--- src/rtl/pipe_fetch_pkg.sv ---
// rtl/pipe_fetch_pkg.sv - shared RV32I fetch constants and fetch state encodings
package pipe_fetch_pkg;

  localparam int INST_W = 32;
  localparam int XLEN   = 32;
  localparam logic [INST_W-1:0] NOP_INST = 32'h0000_0013;

  typedef enum logic [1:0] {
    FS_ISSUE = 2'd0,
    FS_WAIT  = 2'd1,
    FS_KILL  = 2'd2
  } fetch_state_t;

  function automatic logic [XLEN-1:0] align_word(input logic [XLEN-1:0] addr);
    return addr & ~XLEN'(3);
  endfunction

endpackage

--- src/rtl/pipe_fetch_fifo.sv ---
// rtl/pipe_fetch_fifo.sv - {pc,inst} queue with flush and registered head outputs
module fetch_fifo
  import pipe_fetch_pkg::*;
#(
  parameter int DEPTH = 2,
  parameter int PTR_W = $clog2(DEPTH)
) (
  input  logic              clk,
  input  logic              rst,
  input  logic              push,
  input  logic [INST_W-1:0] push_inst,
  input  logic [XLEN-1:0]   push_pc,
  input  logic              pop,
  input  logic              flush,
  output logic [PTR_W:0]    count,
  output logic              head_valid,
  output logic [INST_W-1:0] head_inst,
  output logic [XLEN-1:0]   head_pc
);

  logic [INST_W-1:0] inst_mem [DEPTH];
  logic [XLEN-1:0]   pc_mem   [DEPTH];
  logic [PTR_W-1:0]  rd_ptr, wr_ptr, rd_ptr_n, wr_ptr_n;
  logic [PTR_W:0]    count_n, remain;
  logic              do_push, do_pop;

  always_comb begin
    do_pop   = pop && (count != '0) && !flush;
    do_push  = push && !flush;
    remain   = count - (PTR_W+1)'(do_pop);
    rd_ptr_n = rd_ptr + PTR_W'(do_pop);
    wr_ptr_n = wr_ptr + PTR_W'(do_push);
    count_n  = remain + (PTR_W+1)'(do_push);
    if (flush) begin
      rd_ptr_n = '0;
      wr_ptr_n = '0;
      count_n  = '0;
    end
  end

  // Head registers load from next-cycle state, bypassing the array when the
  // pushed word lands straight at the head of an otherwise empty queue.
  always_ff @(posedge clk or posedge rst) begin
    if (rst) begin
      rd_ptr     <= '0;
      wr_ptr     <= '0;
      count      <= '0;
      head_valid <= 1'b0;
      head_inst  <= '0;
      head_pc    <= '0;
    end else begin
      rd_ptr     <= rd_ptr_n;
      wr_ptr     <= wr_ptr_n;
      count      <= count_n;
      head_valid <= (count_n != '0);
      if (!flush) begin
        if (do_push && remain == '0) begin
          head_inst <= push_inst;
          head_pc   <= push_pc;
        end else if (remain != '0) begin
          head_inst <= inst_mem[rd_ptr_n];
          head_pc   <= pc_mem[rd_ptr_n];
        end
      end
    end
  end

  always_ff @(posedge clk) begin
    if (do_push) begin
      inst_mem[wr_ptr] <= push_inst;
      pc_mem[wr_ptr]   <= push_pc;
    end
  end

endmodule

--- src/rtl/pipe_fetch.sv ---
// rtl/pipe_fetch.sv - RV32I instruction fetch: PC, memory request FSM, redirect handling
module pipe_fetch
  import pipe_fetch_pkg::*;
#(
  parameter logic [31:0] RESET_PC   = 32'h0000_0000,
  parameter int          FIFO_DEPTH = 2,
  parameter int          PTR_W      = $clog2(FIFO_DEPTH)
) (
  input  logic        clk,
  input  logic        rst,
  output logic        mem_re,
  output logic [31:0] mem_addr,
  input  logic        mem_rack,
  input  logic [31:0] mem_rdata,
  input  logic        redir_e,
  input  logic [31:0] redir_pc,
  output logic        out_valid,
  input  logic        out_ready,
  output logic [31:0] out_inst,
  output logic [31:0] out_pc
);

  localparam logic [PTR_W:0] DEPTH_C = (PTR_W+1)'(FIFO_DEPTH);

  fetch_state_t    state;
  logic [XLEN-1:0] pc;
  logic [PTR_W:0]  count, room_cnt;
  logic            push, pop;

  assign pop  = out_valid && out_ready && !redir_e;
  assign push = (state == FS_WAIT) && mem_rack && !redir_e;
  // Only one read is ever outstanding, so a slot is free for it when the
  // occupancy left after this cycle's pop is below the depth.
  assign room_cnt = count - (PTR_W+1)'(pop);

  always_ff @(posedge clk or posedge rst) begin
    if (rst) begin
      state    <= FS_ISSUE;
      pc       <= RESET_PC;
      mem_re   <= 1'b0;
      mem_addr <= RESET_PC;
    end else if (redir_e) begin
      pc <= align_word(redir_pc);
      case (state)
        FS_WAIT, FS_KILL: begin
          if (mem_rack) begin
            mem_re <= 1'b0;
            state  <= FS_ISSUE;
          end else begin
            state  <= FS_KILL;
          end
        end
        default: state <= FS_ISSUE;
      endcase
    end else begin
      case (state)
        FS_ISSUE: begin
          if (room_cnt < DEPTH_C) begin
            mem_re   <= 1'b1;
            mem_addr <= pc;
            state    <= FS_WAIT;
          end
        end
        FS_WAIT: begin
          if (mem_rack) begin
            pc     <= mem_addr + 32'd4;
            mem_re <= 1'b0;
            state  <= FS_ISSUE;
          end
        end
        FS_KILL: begin
          if (mem_rack) begin
            mem_re <= 1'b0;
            state  <= FS_ISSUE;
          end
        end
        default: begin
          mem_re <= 1'b0;
          state  <= FS_ISSUE;
        end
      endcase
    end
  end

  fetch_fifo #(
    .DEPTH (FIFO_DEPTH),
    .PTR_W (PTR_W)
  ) u_fifo (
    .clk        (clk),
    .rst        (rst),
    .push       (push),
    .push_inst  (mem_rdata),
    .push_pc    (mem_addr),
    .pop        (pop),
    .flush      (redir_e),
    .count      (count),
    .head_valid (out_valid),
    .head_inst  (out_inst),
    .head_pc    (out_pc)
  );

endmodule
--- config.mk ---
export PLATFORM = sky130hd
export DESIGN_NAME = pipe_fetch
export DESIGN_NICKNAME = d
export VERILOG_FILES = /design/src/rtl/pipe_fetch_pkg.sv /design/src/rtl/pipe_fetch_fifo.sv /design/src/rtl/pipe_fetch.sv
export SDC_FILE = /design/constraint.sdc
export NUM_CORES = 1
export LEC_CHECK = 0
export ABC_AREA = 1
export CORE_MARGIN = 5
export CORE_UTILIZATION = 52
export CTS_BUF_LIST = sky130_fd_sc_hd__clkbuf_4 sky130_fd_sc_hd__clkbuf_8
export CTS_CLUSTER_DIAMETER = 100
export DETAILED_ROUTE_END_ITERATION = 8
export PLACE_DENSITY = 0.88
export SYNTH_ARGS = -nofsm -noshare
export SYNTH_HDL_FRONTEND = slang
export SYNTH_SLANG_ARGS = --single-unit
--- constraint.sdc ---
create_clock -name clk -period 5.2 [get_ports clk]
set_input_delay 0.52 -clock clk [delete_from_list [all_inputs] [get_ports clk]]
set_output_delay 0.52 -clock clk [all_outputs]
set_load 0.02 [all_outputs]
[Yosys cells after proc, flatten, opt, wreduce, memory -nomap -nowiden]
Memories as Yosys holds them, arrays and structs flattened.
Index checks and enable logic that the tools add are counted.
Word-level totals
  word-level logic and storage cells: 71
  flip-flop bits (word level): 136
  RAM bits: 128
  input bits: 69
  memories kept: 2
Memories
  u_fifo.inst_mem: depth 2, width 32, rd ports 1, clocked after memory_dff 0, wr ports 1, line pipe_fetch_fifo.sv:21  | logic [INST_W-1:0] inst_mem [DEPTH];
  u_fifo.pc_mem: depth 2, width 32, rd ports 1, clocked after memory_dff 0, wr ports 1, line pipe_fetch_fifo.sv:22  | logic [XLEN-1:0] pc_mem [DEPTH];
Operators by class
  magnitude comparators: 1
  eq/ne operators: 5
  reduce and logical (&&, ||, !) cells: 23
  bitwise operators: 1
  muxes and demuxes: 23
  add/subtract/negate cells: 6
Operator list (count)
  2-to-1 mux 32 bit: 7
  adder 32 x 3 -> 32 bit, second input constant: 1
  2-to-1 mux 2 bit: 6
  nonzero test 2 bit: 6
  logical AND 1 bit: 8
  2-to-1 mux 1 bit: 8
  AND reduction 2 bit: 4
  zero test 2 bit: 2
  one-hot mux 2 bit (2 select lines): 1
  subtractor 2 x 1 -> 2 bit: 2
  != test 3 x 1 -> 1 bit, second input constant: 1
  != test 3 bit, second input constant: 1
  AND reduction 3 bit: 1
  adder 1 bit: 2
  adder 2 x 1 -> 2 bit: 1
  equality test 2 x 1 -> 1 bit, second input constant: 1
  equality test 2 bit, second input constant: 1
  < comparator 2 bit, second input constant: 1
  != test 2 bit, second input constant: 1
  one-hot mux 1 bit (2 select lines): 1
  OR reduction 2 bit: 1
  zero test 1 bit: 1
  NOT 1 bit: 1

[Longest topological paths before layout]
Gate-level depths: netlist (run 1).
  depth after elaboration: 9
  gate-level depth with buffers: 14

[By module]
A second synthesis (run 1) with hierarchy kept.
Unflattened totals
  cell total of the unflattened synthesis: 1319
  area, all modules: 12166.7 um^2
Modules (own cells, without submodules)
  fetch_fifo: area each 8403.1 um^2, instances 1, cells an instance 796
  pipe_fetch: area each 3763.6 um^2, instances 1, cells an instance 523

[Worst setup path before layout (run 1)]
OpenSTA, ideal clock, no wires.
  path kind: reg2reg
  from: register state[1]
  to: memory u_fifo.inst_mem[1][0], enable pin
  stages on the path, launching flop included: 7
  slack: 1.988 ns
  buffers on the path: 1
  data arrival time: 2.783 ns
  period minus slack after synthesis: 3.212 ns
  cells stage by stage: dfrtp_1 > inv_1 > ha_1 > nand2_2 > nor2_8 > buf_1 > ha_1
On the way
  longest elaborated chain between the ends: 6
RTL lines
  start: declaration: line pipe_fetch.sv:25  | fetch_state_t state;
  start signal: assignment: line pipe_fetch.sv:38  | state <= FS_ISSUE;
  start signal: assignment: line pipe_fetch.sv:48  | state <= FS_ISSUE;
  start signal: assignment: line pipe_fetch.sv:50  | state <= FS_KILL;
  equality test 2 x 1 -> 1 bit: line pipe_fetch.sv:31  | assign push = (state == FS_WAIT) && mem_rack && !redir_e;
  logical AND 1 bit (2 in series): line pipe_fetch.sv:31
  logical AND 1 bit: line pipe_fetch_fifo.sv:29  | do_push = push && !flush;
  2-to-1 mux 1 bit: line pipe_fetch_fifo.sv:69  | if (do_push) begin
  2-to-1 mux 1 bit (not written as such): line pipe_fetch_fifo.sv:70  | inst_mem[wr_ptr] <= push_inst;
  end: declaration: line pipe_fetch_fifo.sv:21
Every way passes these cells.

[Final worst setup path (run 1)]
  from: input redir_e
  to: register u_fifo.head_pc[22]
On the way
  longest elaborated chain between the ends: 9
RTL lines
  start: declaration: line pipe_fetch.sv:15  | input logic redir_e,
  zero test 1 bit
  logical AND 1 bit: line pipe_fetch.sv:30  | assign pop = out_valid && out_ready && !redir_e;
  logical AND 1 bit (2 in series): line pipe_fetch_fifo.sv:28  | do_pop = pop && (count != '0) && !flush;
  adder 1 bit / subtractor 2 x 1 -> 2 bit (equally long branches): line pipe_fetch_fifo.sv:31, pipe_fetch_fifo.sv:30
  2-to-1 mux 1 bit / zero test 2 bit (equally long branches): line pipe_fetch_fifo.sv:34, pipe_fetch_fifo.sv:57
  memory (2 x 32 bit) / logical AND 1 bit (equally long branches)
  2-to-1 mux 32 bit / nonzero test 2 bit (equally long branches)
  2-to-1 mux 32 bit / AND reduction 2 bit (equally long branches)
  end signal: assignment: line pipe_fetch_fifo.sv:59  | head_pc <= push_pc;
  end signal: assignment: line pipe_fetch_fifo.sv:62  | head_pc <= pc_mem[rd_ptr_n];
  end: declaration: line pipe_fetch_fifo.sv:18  | output logic [XLEN-1:0] head_pc
Parallel ways exist; a longest one is shown, timed or not. The select of a mux whose other input is x is not followed.
A chain may end at the register's enable or synchronous reset.

==> impl_metrics.toml, run 1 <==
[run_status]
status = "finished, final reports clean"

[detailed_routing]
drtAntennaViolNets = 0
vias = 9921
vias_per_cell = 5.62
drt_wl_total_mm = 32.9
routed_wirelength_normalized_by_instance_count_um = 18.6
drt-pass1-iter-count = 5
detail_route.drc_violations = 0
1st_iter_drt_viols = 1000

[sta]
final.min_clock_period_ns = 3.35
final-setup-viol-count = 0
max_slew_margin_pct = 33.4
hold_viol = 0
final.period_utilization_pct = 64.5
maxSlewViolCount = 0
setup_total_negative_slack_ns = 0
worst_clock_skew_ns = 0.0172
rsz0062_at_grt = "no"
timing.fmax_mhz = 298
worstMarginPinSlew_ns = 1.00

[finish]
drive_gt1_share_pct = 7.77
fin_util_pct = 64.6
antenna-diode-count = 0
layout.cells.most_common = "nand2_1"
area_growth_pct = 22.4
highest_count_cells_in_the_layout_ignoring_fill_and_taps = "nand2_1 (440), clkdlybuf4s50_1 (164), dfrtp_1 (136)"
num-nets-final = 1523

[setup_path]
r2r_end = "u_fifo.head_pc[22]$_DFFE_PP0P_"
rrSetupSlack_ns = 2.31
critical_path_required_ns = 5.63
path_cells = "clkdlybuf4s50_1, nor2_8, nand3_2, buf_4, nand3_2, buf_12, nand2_1, nand3_1, nand2_1, nand2_1"
critPathSlowestCell = "clkdlybuf4s50_1"
worstPathBufferInverterCount = 3
reg_to_reg_start = "u_fifo.head_valid$_DFF_PP0_"
end_kind = "register"
critPathTopFamily = "buffers and inverters"
crit_path_frequent_cell = "nand2_1"
worst_setup_path_start_kind = "input pin"
worst-path-max-fanout = 65
worstRegToRegCells = 10
timing.critical_path.slowest_cell_delay_ns = 0.99
critPathArrivalTime_ns = 3.78
setup_crit_path_kind = "input pin to register"

[floorplan]
die_w_um = 162
start_util_pct = 52.8
die-area_um2 = 26100
core_um2 = 22600
die_outline_height_um = 162
rows = 55
design.portCount = 167

[cts]
clock-root-buffer = "clkbuf_8"
cts_inserted_buffers = 44
clock-sinks = 264
cts-htree-levels = 2
cts_tree = "yes"
buffer_depth_of_the_longest_clock_path = 3
cts_setup_buffers = 0
hold_buffers = 0
clk_transition_reported_paths_ns = 0.06
clock_latency_at_the_later_pin_of_the_worst_skew_pair_ns = 0.55
post_cts_resized = 0

[grt]
global_route_wire_length_before_repair_mm = 52.4
grt_start_max_net_pins = 104
grt_pass1_vias = 10100
antenna_found_initial = 0
global_route_total_overflow = 0
grt_use_total_pct = 25.2

[logic_synthesis]
asyncSetResetFlopFracSynth_pct = 51.5
netlist_top_cells_area = "edfxtp_1 (32%), dfrtp_1 (28%), nand2_1 (14%), o21ai_0 (4.1%), nand3_1 (3.9%)"
synth.largest_area_cell = "edfxtp_1"
synth_area_per_cell_um2 = 9.22
yosys.area_share.xor_xnor_pct = 0.723
synth-seq-area-share_pct = 60.7
synth_mux_area_share_pct = 0
synth-warning-count = 0
netlist_area_um2 = 11900
synth_compound_area_share_pct = 5.84
synth_top_flop_cell = "dfrtp_1"
yosys.area_share.simple_pct = 25.0
synth_cell_types = 32
synth-edff-count = 128
postSynthCellCount = 1296
synth.ff_latch_count = 264
synth_fp_nets = 1373
synth_top_family_by_area = "simple AND/OR/NAND/NOR gates"
synth.top_cell.area_share_pct = 32.2
yosys.area_share.adder_pct = 0.838

[pwr]
static-leakage-power_uw = 0.00652
post-layout-total-power_uw = 7400
power-per-cell-area_nw_per_um2 = 506
vdd.ir_drop.worst_v = 0.000234

[placed_design]
dp_hpwl_mm = 20.3
replace_congestion = 0.929
port-buffer-count = 164

[hold_path]
hold_depth = 2
holdCritStartpoint = "u_fifo.head_inst[4]$_DFFE_PP0P_"
worstHoldEndpoint = "u_fifo.head_inst[4]$_DFFE_PP0P_"
worst_min_delay_path_category = "register to register"

[run]
cap_viol_max_count = 0
## worst max path at each step
stage / startpoint / endpoint / slack [ns] / cells after the start
after floorplan: rst / mem_addr[0]$_DFFE_PP0P_ / 1.04 / 1
after global placement: redir_e / u_fifo.head_pc[7]$_DFFE_PP0P_ / 1.44 / 10
after detailed placement: redir_e / u_fifo.head_pc[7]$_DFFE_PP0P_ / 1.39 / 10
after CTS: redir_e / u_fifo.head_pc[7]$_DFFE_PP0P_ / 1.95 / 10
after global routing: redir_e / u_fifo.head_pc[20]$_DFFE_PP0P_ / 1.72 / 10
final: redir_e / u_fifo.head_pc[22]$_DFFE_PP0P_ / 1.85 / 10
## layer usage
metal	global-route usage, %	wire (um)	vias to the layer above
met1	34.2	13300	4751
met5	0	0	-
met4	9.23	880	0
met2	40.5	15500	510
met3	5.00	3230	71
li1	-	-	4589
## report_power, final
group / internal [uW] / leakage, uW / total [uW] / switching, uW
logic: 957 / 0.00317 / 2360 / 1410
clock network: 1060 / 0.000491 / 1870 / 814
registers: 2720 / 0.00287 / 3170 / 449
total: 4730 / 0.00652 / 7400 / 2670
## worst register-to-register path: cells and delay by family (launching register included)
family,cells,cell delay [ns]
AND/OR/NAND/NOR,8,1.31
buffers and inverters,2,1.10
flip-flops,1,0.38
## cell usage after synthesis, types with 7 or more instances
cell	n
nand2_1	440
dfrtp_1	136
edfxtp_1	128
inv_1	114
o21ai_0	99
nand3_1	94
nor2_1	69
nand4_1	67
buf_2	30
clkbuf_1	19
a21oi_1	17
buf_4	14
ha_1	8
nor3_1	8
xor2_1	8
nand2_2	7
## metrics by stage
| step | cell area (um^2) | setup WS [ns] | hold WS (ns) | cells |
|---|---|---|---|---|
| floorplan | 11900 | 1.04 | 0.450 | 1296 |
| global placement | 13700 | 1.44 | 0.461 | 1685 |
| detailed placement | 13700 | 1.39 | 0.464 | 1685 |
| CTS | 14600 | 1.95 | 0.480 | 1766 |
| global route | 14600 | 1.72 | 0.499 | 1766 |
| finish | 14600 | 1.85 | 0.474 | 1766 |
## flip-flops by register name, summed over array words and instances, names as in the netlist
register,cells
u_fifo.head_inst,32
u_fifo.count,2
u_fifo.head_pc,32
u_fifo.inst_mem,64
u_fifo.rd_ptr,1
mem_addr,32
mem_re,1
state,2
u_fifo.pc_mem,64
u_fifo.wr_ptr,1
pc,32
u_fifo.head_valid,1
## area by class of cell
| class | count | area, um^2 |
|---|---|---|
| Inverter | 118 | 448 |
| Multi-Input combinational cell | 842 | 3890 |
| Timing Repair Buffer | 176 | 1760 |
| Sequential cell | 264 | 7250 |
| Clock inverter | 9 | 52.6 |
| Fill cell | 1711 | 8020 |
| Tap cell | 285 | 357 |
| Clock buffer | 72 | 866 |
## cells by family (layout without fill, tap and decap cells)
family                   count (synthesis)  count (layout)
AND/OR/NAND/NOR                        693             693
flip-flops                             264             264
buffers and inverters                  190             375
AO/OA/AOI/OAI                          132             132
XOR/XNOR                                 9               9
adder cells (fa/ha/maj)                  8               8
(Power assumes the default switching activity.)
==> inputs of run 2 (changes only) <==
clock period = 3.2 ns   (was 5.2 ns; I/O delays follow)
==> impl_metrics.toml, run 2 (synthesis gave the netlist of run 1 again) <==
[run_status]
status = "finished, final reports clean"

[finish]
final_cell_area_um2 = 14900
final-seq-area_um2 = 7250
filler_cell_count = 1715
final_cells = 1775
area_growth_pct = 24.9
top_registers = "u_fifo.inst_mem x64, u_fifo.pc_mem x64"
num-nets-final = 1531
drive_gt1_share_pct = 8.05
area_of_the_multi_input_gates_um2 = 3890
highest_count_cells_in_the_layout_ignoring_fill_and_taps = "nand2_1 (440), clkdlybuf4s50_1 (164), dfrtp_1 (136)"
antenna-diode-count = 0
layout.cells.most_common = "nand2_1"

[cts]
clock_latency_at_the_later_pin_of_the_worst_skew_pair_ns = 0.55
clock-root-buffer = "clkbuf_8"
clock-sinks = 264
cts-htree-levels = 2
cts_setup_buffers = 0
post_cts_resized = 0
cts_tree = "yes"
hold_buffers = 0
buffer_depth_of_the_longest_clock_path = 3
cts_inserted_buffers = 44
clk_transition_reported_paths_ns = 0.06

[detailed_routing]
drtAntennaViolNets = 0
drt_wl_total_mm = 32.6
vias = 9918
vias_per_cell = 5.59
detail_route.drc_violations = 0
1st_iter_drt_viols = 1100
drt-pass1-iter-count = 7
routed_wirelength_normalized_by_instance_count_um = 18.3

[sta]
max_slew_margin_pct = 48.0
hold_viol = 0
final.period_utilization_pct = 71.7
final-setup-viol-count = 0
finalWorstSetupSlack_ns = 0.907
final.min_clock_period_ns = 2.29
maxSlewViolCount = 0
worstMarginPinSlew_ns = 0.780
rsz0062_at_grt = "no"
worst_clock_skew_ns = 0.0164
setup_total_negative_slack_ns = 0
timing.fmax_mhz = 436

[pwr]
static-leakage-power_uw = 0.00664
vdd.ir_drop.worst_v = 0.000410
clkPwrFrac_pct = 27.3
seq_power_share_pct = 41.2
power-per-cell-area_nw_per_um2 = 833
net-switching-power_uw = 4380
post-layout-total-power_uw = 12400
swShare_pct = 35.2
p_comb_share_pct = 31.5
cellInternalPower_uw = 8050

[floorplan]
core_um2 = 22600
design.portCount = 167
die-area_um2 = 26100
rows = 55
die_outline_height_um = 162
start_util_pct = 52.8
die_w_um = 162

[setup_path]
setup_crit_path_kind = "register to register"
critical_path_required_ns = 3.67
worst-path-max-fanout = 30
end_kind = "register"
critPathArrivalTime_ns = 2.76
worst_setup_path_start_kind = "register"

[grt]
grt_pass1_vias = 9817
antenna_found_initial = 0
global_route_total_overflow = 0
global_route_wire_length_before_repair_mm = 52.0
grt_start_max_net_pins = 137
grt_use_total_pct = 24.9

[placed_design]
place_ws_ns = 0.466
replace_congestion = 0.924
port-buffer-count = 164
dp_hpwl_mm = 20.6
placed_cells = 1693
post_dp_cell_area_um2 = 13900

[hold_path]
worst_min_delay_path_category = "input pin to asynchronous set/reset pin"

[run]
cap_viol_max_count = 0
run 2: worst max-delay path, stage by stage (launching register included):
cell and delay [ns]:
dfrtp_1 0.42, inv_1 0.10, nand2_2 0.07, nand2_2 0.09, inv_1 0.05, ha_1 0.20, xnor2_2 0.18, nand2_1 0.09
nand2_2 0.13, nand2_2 0.12, inv_2 0.32, buf_12 0.23, nor2_1 0.05, a21oi_1 0.14
run 2: layout make-up:
type	count	share of cell area [%]
clock inverters	21	1.76
multi-input cells	842	26.1
clock buffers	61	5.08
repair buffers	184	13.1
inverters	118	2.99
flip-flops and latches	264	48.6
well taps	285	2.39
run 2: metal layers:
layer,track usage [%],part of all wire (%),up-vias,wire length (um)
li1,-,-,4618,-
met1,33.6,40,4651,13000
met2,40.4,48,562,15500
met3,4.57,9.5,87,3080
met4,9.58,3.1,0,1020
met5,0,0,-,0
run 2: stage by stage:
stage | hold WS, ns | utilization [%]
final | 0.293 | 65.9
after global routing | 0.368 | 65.9
after CTS | 0.339 | 65.9
after detailed placement | 0.465 | 61.4
after global placement | 0.462 | 61.4
after floorplan | 0.419 | -
run 2: path summary, 6_finish.rpt:
path	startpoint	to	slack, ns	cells after the start
setup reg to reg	u_fifo.count[1]$_DFF_PP0_	u_fifo.head_pc[0]$_DFFE_PP0P_	0.91	13
setup / recovery	u_fifo.count[1]$_DFF_PP0_	u_fifo.head_pc[0]$_DFFE_PP0P_	0.91	13
hold reg to reg	u_fifo.head_inst[20]$_DFFE_PP0P_	u_fifo.head_inst[20]$_DFFE_PP0P_	0.47	2
max in group asynchronous	rst	u_fifo.head_inst[0]$_DFFE_PP0P_	2.29	3
min in group clk	redir_pc[2]	pc[2]$_DFFE_PP0P_	0.36	3
hold / removal	rst	pc[5]$_DFFE_PP0P_	0.29	3
run 2: power by group through the flow:
stage	logic, uW	clock network [uW]	registers [uW]
global route	4260	3590	5220
detailed placement	3900	0	5160
floorplan	1440	0	5650
CTS	3930	3440	5110
global placement	3800	0	5120
finish	3910	3390	5130
